File: src/rtl/pc_branch_unit.sv
`default_nettype none
// =============================================================================
// pc_branch_unit : PC register and next-PC selection with a one-deep redirect
// buffer and fetch/redirect counters.                            Rev 1.0
// =============================================================================
module pc_branch_unit #(
  parameter logic [31:0] RESET_PC = 32'h0000_0000,
  parameter int unsigned CNT_W    = 32
) (
  input  logic             clk,
  input  logic             reset,
  input  logic             imem_ready,
  input  logic             stall,
  input  logic             exec_valid,
  input  logic             branch,
  input  logic             zout,
  input  logic             jump,
  input  logic             jr,
  input  logic [15:0]      imm16,
  input  logic [25:0]      jindex,
  input  logic [31:0]      rs_val,
  output logic [31:0]      pc_out,
  output logic [31:0]      pc_plus4,
  output logic             pc_valid,
  output logic             redirect_pend,
  output logic             jr_misalign,
  output logic [CNT_W-1:0] instr_count,
  output logic [CNT_W-1:0] taken_count
);

  typedef enum logic [1:0] {
    ST_BOOT = 2'd0,
    ST_RUN  = 2'd1,
    ST_PEND = 2'd2
  } state_t;

  localparam logic [CNT_W-1:0] CNT_ONE = CNT_W'(1);

  state_t      state;
  logic [31:0] pend_tgt;
  logic [31:0] br_tgt;
  logic [31:0] j_tgt;
  logic [31:0] jr_tgt;
  logic [31:0] redir_tgt;
  logic        redir;
  logic        adv;
  logic        jr_bad;

  assign pc_plus4 = pc_out + 32'd4;
  assign br_tgt   = pc_plus4 + {{14{imm16[15]}}, imm16, 2'b00};
  assign j_tgt    = {pc_plus4[31:28], jindex, 2'b00};
  assign jr_tgt   = {rs_val[31:2], 2'b00};
  assign adv      = pc_valid & imem_ready & ~stall;
  assign jr_bad   = exec_valid & jr & (rs_val[1:0] != 2'b00);

  // jr outranks jump, which outranks a taken conditional branch
  always_comb begin
    redir     = 1'b0;
    redir_tgt = pc_plus4;
    if (exec_valid) begin
      if (jr) begin
        redir     = 1'b1;
        redir_tgt = jr_tgt;
      end else if (jump) begin
        redir     = 1'b1;
        redir_tgt = j_tgt;
      end else if (branch && zout) begin
        redir     = 1'b1;
        redir_tgt = br_tgt;
      end
    end
  end

  always_ff @(posedge clk) begin
    if (reset) begin
      state         <= ST_BOOT;
      pc_out        <= RESET_PC;
      pend_tgt      <= RESET_PC;
      pc_valid      <= 1'b0;
      redirect_pend <= 1'b0;
      jr_misalign   <= 1'b0;
      instr_count   <= '0;
      taken_count   <= '0;
    end else begin
      case (state)
        ST_BOOT: begin
          state    <= ST_RUN;
          pc_valid <= 1'b1;
        end
        ST_RUN: begin
          if (jr_bad) begin
            jr_misalign <= 1'b1;
          end
          if (adv) begin
            pc_out      <= redir ? redir_tgt : pc_plus4;
            instr_count <= instr_count + CNT_ONE;
            if (redir) begin
              taken_count <= taken_count + CNT_ONE;
            end
          end else if (redir) begin
            // Fetch not accepted: park the target until the fetch can advance
            pend_tgt      <= redir_tgt;
            redirect_pend <= 1'b1;
            state         <= ST_PEND;
          end
        end
        ST_PEND: begin
          if (adv) begin
            pc_out        <= pend_tgt;
            instr_count   <= instr_count + CNT_ONE;
            taken_count   <= taken_count + CNT_ONE;
            redirect_pend <= 1'b0;
            state         <= ST_RUN;
          end
        end
        default: begin
          state         <= ST_BOOT;
          pc_valid      <= 1'b0;
          redirect_pend <= 1'b0;
        end
      endcase
    end
  end

endmodule
`default_nettype wire

File: config.mk
export PLATFORM = sky130hd
export DESIGN_NAME = pc_branch_unit
export DESIGN_NICKNAME = d
export VERILOG_FILES = /design/src/rtl/pc_branch_unit.sv
export SDC_FILE = /design/constraint.sdc
export NUM_CORES = 1
export LEC_CHECK = 0
export CELL_PAD_IN_SITES_DETAIL_PLACEMENT = 0
export CELL_PAD_IN_SITES_GLOBAL_PLACEMENT = 1
export CORE_AREA = 2 2 177 144
export DETAILED_ROUTE_END_ITERATION = 8
export DIE_AREA = 0 0 179 146
export GPL_TIMING_DRIVEN = 0
export HOLD_SLACK_MARGIN = 0.1
export PLACE_DENSITY = 0.85
export SYNTH_ARGS = -nofsm -noshare
export SYNTH_HDL_FRONTEND = slang
export SYNTH_SLANG_ARGS = --single-unit
File: constraint.sdc
create_clock -name clk -period 4.8 [get_ports clk]
set_input_delay 1.44 -clock clk [delete_from_list [all_inputs] [get_ports clk]]
set_output_delay 1.44 -clock clk [all_outputs]
set_load 0.005 [all_outputs]
# Word-level counts from Yosys, hierarchy flattened
# Index checks and enable logic that the tools add are counted.
# word_totals
output_inout_bits,131
wordCells,62
inputBits,83
reg_bits,133
# classes
eq_ne,6
bitwise,7
reduce_logical,12
add_sub_neg,4
n_mux,25
# op_table
cell,count
2-to-1 mux 32 bit,10
one-hot mux 32 bit (2 select lines),2
adder 32 x 1 -> 32 bit (second input constant),2
adder 32 x 3 -> 32 bit (second input constant),1
adder 32 bit,1
AND reduction 3 bit,3
!= test 2 bit (second input constant),4
AND reduction 4 bit,2
2-to-1 mux 1 bit,7
2-to-1 mux 2 bit,3
one-hot mux 2 bit (3 select lines),1
bitwise AND 1 bit,4
AND reduction 2 bit,2
nonzero test 2 bit,2
inverter 1 bit,3
one-hot mux 1 bit (3 select lines),1
equality test 2 x 1 -> 1 bit (second input constant),1
equality test 2 bit (second input constant),1
zero test 2 bit,1
one-hot mux 1 bit (2 select lines),1
OR reduction 2 bit,1
logical AND 1 bit,1

# Longest topological paths before layout
# logic_depth
ltp_word,9
ltp_mapped,17
depth_no_buf,16

# Worst setup path after synthesis
# Ideal clock, no wire load.
# synth_timing
kind,input port to flip-flop
start,in imm16[0]
end,reg pc_out[26]
setup_time_ns,0.091
t_arrival_ns,3.868
stages,12
t_required_ns,4.709
setup_slack_ns,0.841
n_path_buf,0
path_cell_list,ha_1 -> fa_1 -> a211oi_1 -> o21bai_1 -> o21ai_1 -> o21bai_1 -> a21oi_1 -> o21ai_1 -> a21boi_1 -> xor2_1 -> a211o_1 -> a311oi_1
# synth_via
elab_chain_len,8
# synth_lines
element,line_no,source
from (decl),19,"input logic [15:0] imm16,"
adder 32 bit,50,"assign br_tgt = pc_plus4 + {{14{imm16[15]}}, imm16, 2'b00};"
2-to-1 mux 32 bit,67,end else if (branch && zout) begin
2-to-1 mux 32 bit,64,end else if (jump) begin
2-to-1 mux 32 bit,61,if (jr) begin
2-to-1 mux 32 bit,60,if (exec_valid) begin
2-to-1 mux 32 bit,95,pc_out <= redir ? redir_tgt : pc_plus4;
2-to-1 mux 32 bit,94,if (adv) begin
one-hot mux 32 bit (2 select lines),85,case (state)
to (signal assigned),95,
to (signal assigned),109,pc_out <= pend_tgt;
to (decl),22,"output logic [31:0] pc_out,"
# No other way between the ends. The select of a mux whose other input is x is not followed.
# A chain may end at the register's enable or synchronous reset.

# Worst setup path in the final report
# layout_timing
start,reg pc_out[2]
end,reg pc_out[24]
# layout_via
elab_chain_len,9
# layout_lines
element,line_no,source
adder 32 x 3 -> 32 bit (*),49,assign pc_plus4 = pc_out + 32'd4;
adder 32 bit,50,
2-to-1 mux 32 bit,67,
2-to-1 mux 32 bit,64,
2-to-1 mux 32 bit,61,
2-to-1 mux 32 bit,60,
2-to-1 mux 32 bit (*),95,
2-to-1 mux 32 bit (*),94,
one-hot mux 32 bit (2 select lines) (*),85,
# Every way passes the cells marked *; elsewhere a longest branch is shown, timed or not. The select of a mux whose other input is x is not followed.

==> metrics.md <==
| Metric | Value |
|---|---|
| Die X | `around 180 um` |
| Clock latency on the worst-skew pair | `0.41 ns` |
| Max-capacitance violation count | `0` |
| Core area | `24200 sq um` |
| Clk buf depth | `2` |
| H-tree levels | `4` |
| Via-to-Cell Ratio | `5.65` |
| Clk_skew | `0.0127 ns` |
| Asr flop ratio synth | `0` |
| Initial Utilization | `0.358` |
| Fin Hold WS | `0.453 ns` |
| N_diodes | `0` |
| Worst path cell trace | `ha_1, nand4_1, nor3_4, nand4_1, xnor2_2, ha_1, clkbuf_1, nand3_1, o41ai_2, o22a_1, nor3_1, o21ai_0, a21oi_1, a211oi_1, nor3_1` |
| DRT iter0 DRCs | `approximately 1.0k` |
| Final setup fails | `0` |
| Critical path class | `register to register` |
| Syn Nets | `1274` |
| Slew HR | `0.357` |
| Startpoint Class | `register` |
| Final min period | `4.71 ns` |
| Mapped Avg Cell Area | `7.53 sq um` |
| Hold Path Class | `register to register` |
| Synth Warn # | `0` |
| Residual DRC | `0` |
| Arr. time, crit path | `4.98 ns` |
| Final Hold Fails | `0` |
| Vias in the first global route | `8878` |
| TritonRoute pass-1 iters | `5` |
| Crit path required time | `a little over 5 ns` |
| GP Congestion | `0.924` |
| Power, Total | `3.32 mW` |
| CTS tree | `yes` |
| Clk slew on worst S/H paths | `roughly 0.060 ns` |
| Count of state elements after synthesis | `133` |
| Max frequency | `0.212 GHz` |
| Filler instances | `~2.4k` |
| Critical path's slowest cell | `o41ai_2` |
| Post-synth EDFFs | `0` |
| Most common cell after layout, fill and taps aside | `clkdlybuf4s50_1` |
| DR vias | `between 9k and 10k` |
| Die area | `26100 sq um` |
| Most frequent cells in the layout | `clkdlybuf4s50_1 (211), nor2_1 (156), nand2_1 (136), dfxtp_1 (132), a21oi_1 (85)` |
| Pwr dens | `276 nW/um^2` |
| Number of routed nets with antenna violations | `0` |
| Layout area overhead | `39.1%` |
| Final Cycle Share | `0.981` |
| Max IR drop VDD | `0.000250 V` |
| Port Buffer Count | `212` |
| Cts bufs inserted | `17` |
| # hold bufs at CTS | `0` |
| CTS root buf | `clkbuf_16` |
| Largest net degree at the start of global routing | `21` |
| Cell Area, Synth | `between 8000 and 9000 sq um` |
| Post-route setup TNS | `0 ns` |
| # nets final | `between 1.5k and 2k` |
| Drt wl/cell | `20.0 um` |
| Netlist cell types | `70` |
| Hpwl dp | `26200 um` |
| CP Capture Type | `register` |
| Worst path max stage delay | `approximately 0.46 ns` |
| Seq/Total Area, Yosys | `0.308` |
| Clock sinks | `between 100 and 150` |
| P_leak | `around 4.4 nW` |
| Share of layout cells above drive strength 1 | `0.0565` |
| # rows | `51` |
| Routed wire length | `34300 um` |
| GR Overflow Total | `0` |
| Mapped Cells | `1149` |
| Global-route wire length before repair | `51500 um` |
| Main flop type after synthesis | `dfxtp_1` |
| Slew Viols, Final | `0` |
| Status | `finished clean` |
| Slew @ Worst Pin | `between 0.9 and 1 ns` |
| Initial antenna violation count | `0` |
| Die H | `between 100 and 150 um` |
| All-Layer GR Usage | `0.257` |
| IO Count | `~210` |
| Crit Path Max Fanout | `8` |
==> power by group <==
group          total (mW)  internal (mW)  switching [mW]  leakage (nW)
logic               0.613          0.246           0.367          2.95
registers            1.18           1.15          0.0347          1.08
clock network        1.53           1.02           0.505         0.338
total                3.32           2.41           0.907          4.36
==> synthesized netlist by cell type, types with 11 or more instances <==
cell / n / area (sq um)
clkbuf_1: 57 / 214
xnor2_1: 42 / 368
and3_1: 17 / 106
nand4_1: 17 / 106
o21ai_0: 75 / 375
nor2_1: 156 / 586
a311oi_1: 11 / 96.3
a21oi_1: 88 / 440
ha_1: 41 / 513
inv_1: 21 / 78.8
xor2_1: 53 / 464
o211ai_1: 12 / 90.1
nor3_1: 26 / 130
nand2_1: 136 / 510
dfxtp_1: 133 / 2660
a211oi_1: 21 / 158
nand3_1: 46 / 230
or3_1: 24 / 150
==> path summary, 6_finish.rpt <==
kind                    start     endpoint  slack (ns)  cells past startpoint
setup / recovery    pc_out[2]   pc_out[24]        0.09                     15
hold / removal    pend_tgt[0]  pend_tgt[0]        0.45                      2
setup reg to reg    pc_out[2]   pc_out[24]        0.09                     15
hold reg to reg   pend_tgt[0]  pend_tgt[0]        0.45                      2
==> cells by family after synthesis <==
logic type               Yosys count  share of synthesized area
AND/OR/NAND/NOR                  474                      0.257
AO/OA/AOI/OAI                    314                      0.233
flip-flops                       133                      0.308
XOR/XNOR                          95                     0.0961
buffers and inverters             86                     0.0384
adder cells (fa/ha/maj)           42                     0.0616
multiplexers                       5                    0.00578
==> per-stage QoR <==
step                      utilization  setup slack, ns  area, sq um  std cells
after floorplan                     -            0.841         8660       1149
after global placement          0.462           -0.825        11200       1679
after detailed placement        0.462           -0.741        11200       1679
after CTS                       0.493           0.0177        11900       1712
after global routing            0.498        -0.000798        12000       1717
final                           0.498           0.0891        12000       1717
==> state kept, by name, indices dropped and copies added, names as in the netlist <==
register,flops
instr_count,32
jr_misalign,1
pc_out,32
pc_valid,1
pend_tgt,32
redirect_pend,1
state,2
taken_count,32
==> metal layers <==
| metal | vias to the layer above | routed length, um | part of all wire | GRT usage |
|---|---|---|---|---|
| met3 | 20 | 3420 | 0.10 | 0.0504 |
| met4 | 0 | 205 | 0.0060 | 0.0415 |
| met5 | - | 0 | 0 | 0 |
| li1 | 4600 | - | - | - |
| met2 | 483 | 14500 | 0.42 | 0.371 |
| met1 | 4604 | 16100 | 0.47 | 0.394 |
==> worst max-delay path, delay by kind of cell, from the launching register on <==
kind                     cells  cell delay (ns)
AO/OA/AOI/OAI                5             1.76
XOR/XNOR                     1             0.21
adder cells (fa/ha/maj)      2             0.52
buffers and inverters        1             0.38
flip-flops                   1             0.44
AND/OR/NAND/NOR              6             1.22
==> final cells by class <==
| type | count | area (sq um) | share of cell area |
|---|---|---|---|
| inverters | 22 | 82.6 | 0.00686 |
| flip-flops and latches | 133 | 2660 | 0.221 |
| well taps | 318 | 398 | 0.0331 |
| clock buffers | 21 | 470 | 0.0391 |
| repair buffers | 218 | 2170 | 0.181 |
| plain buffers | 64 | 250 | 0.0208 |
| clock inverters | 11 | 220 | 0.0183 |
| multi-input cells | 930 | 5780 | 0.480 |
==> what timing repair did <==
item,in CTS,in global routing
gates resized for setup,9,14
endpoints found under the setup margin,40,17
gates cloned,0,0
endpoints found under the hold margin,0,0
buffers inserted,1,5
pin swaps,1,4
Note: power is estimated with default switching activity, not from simulation.
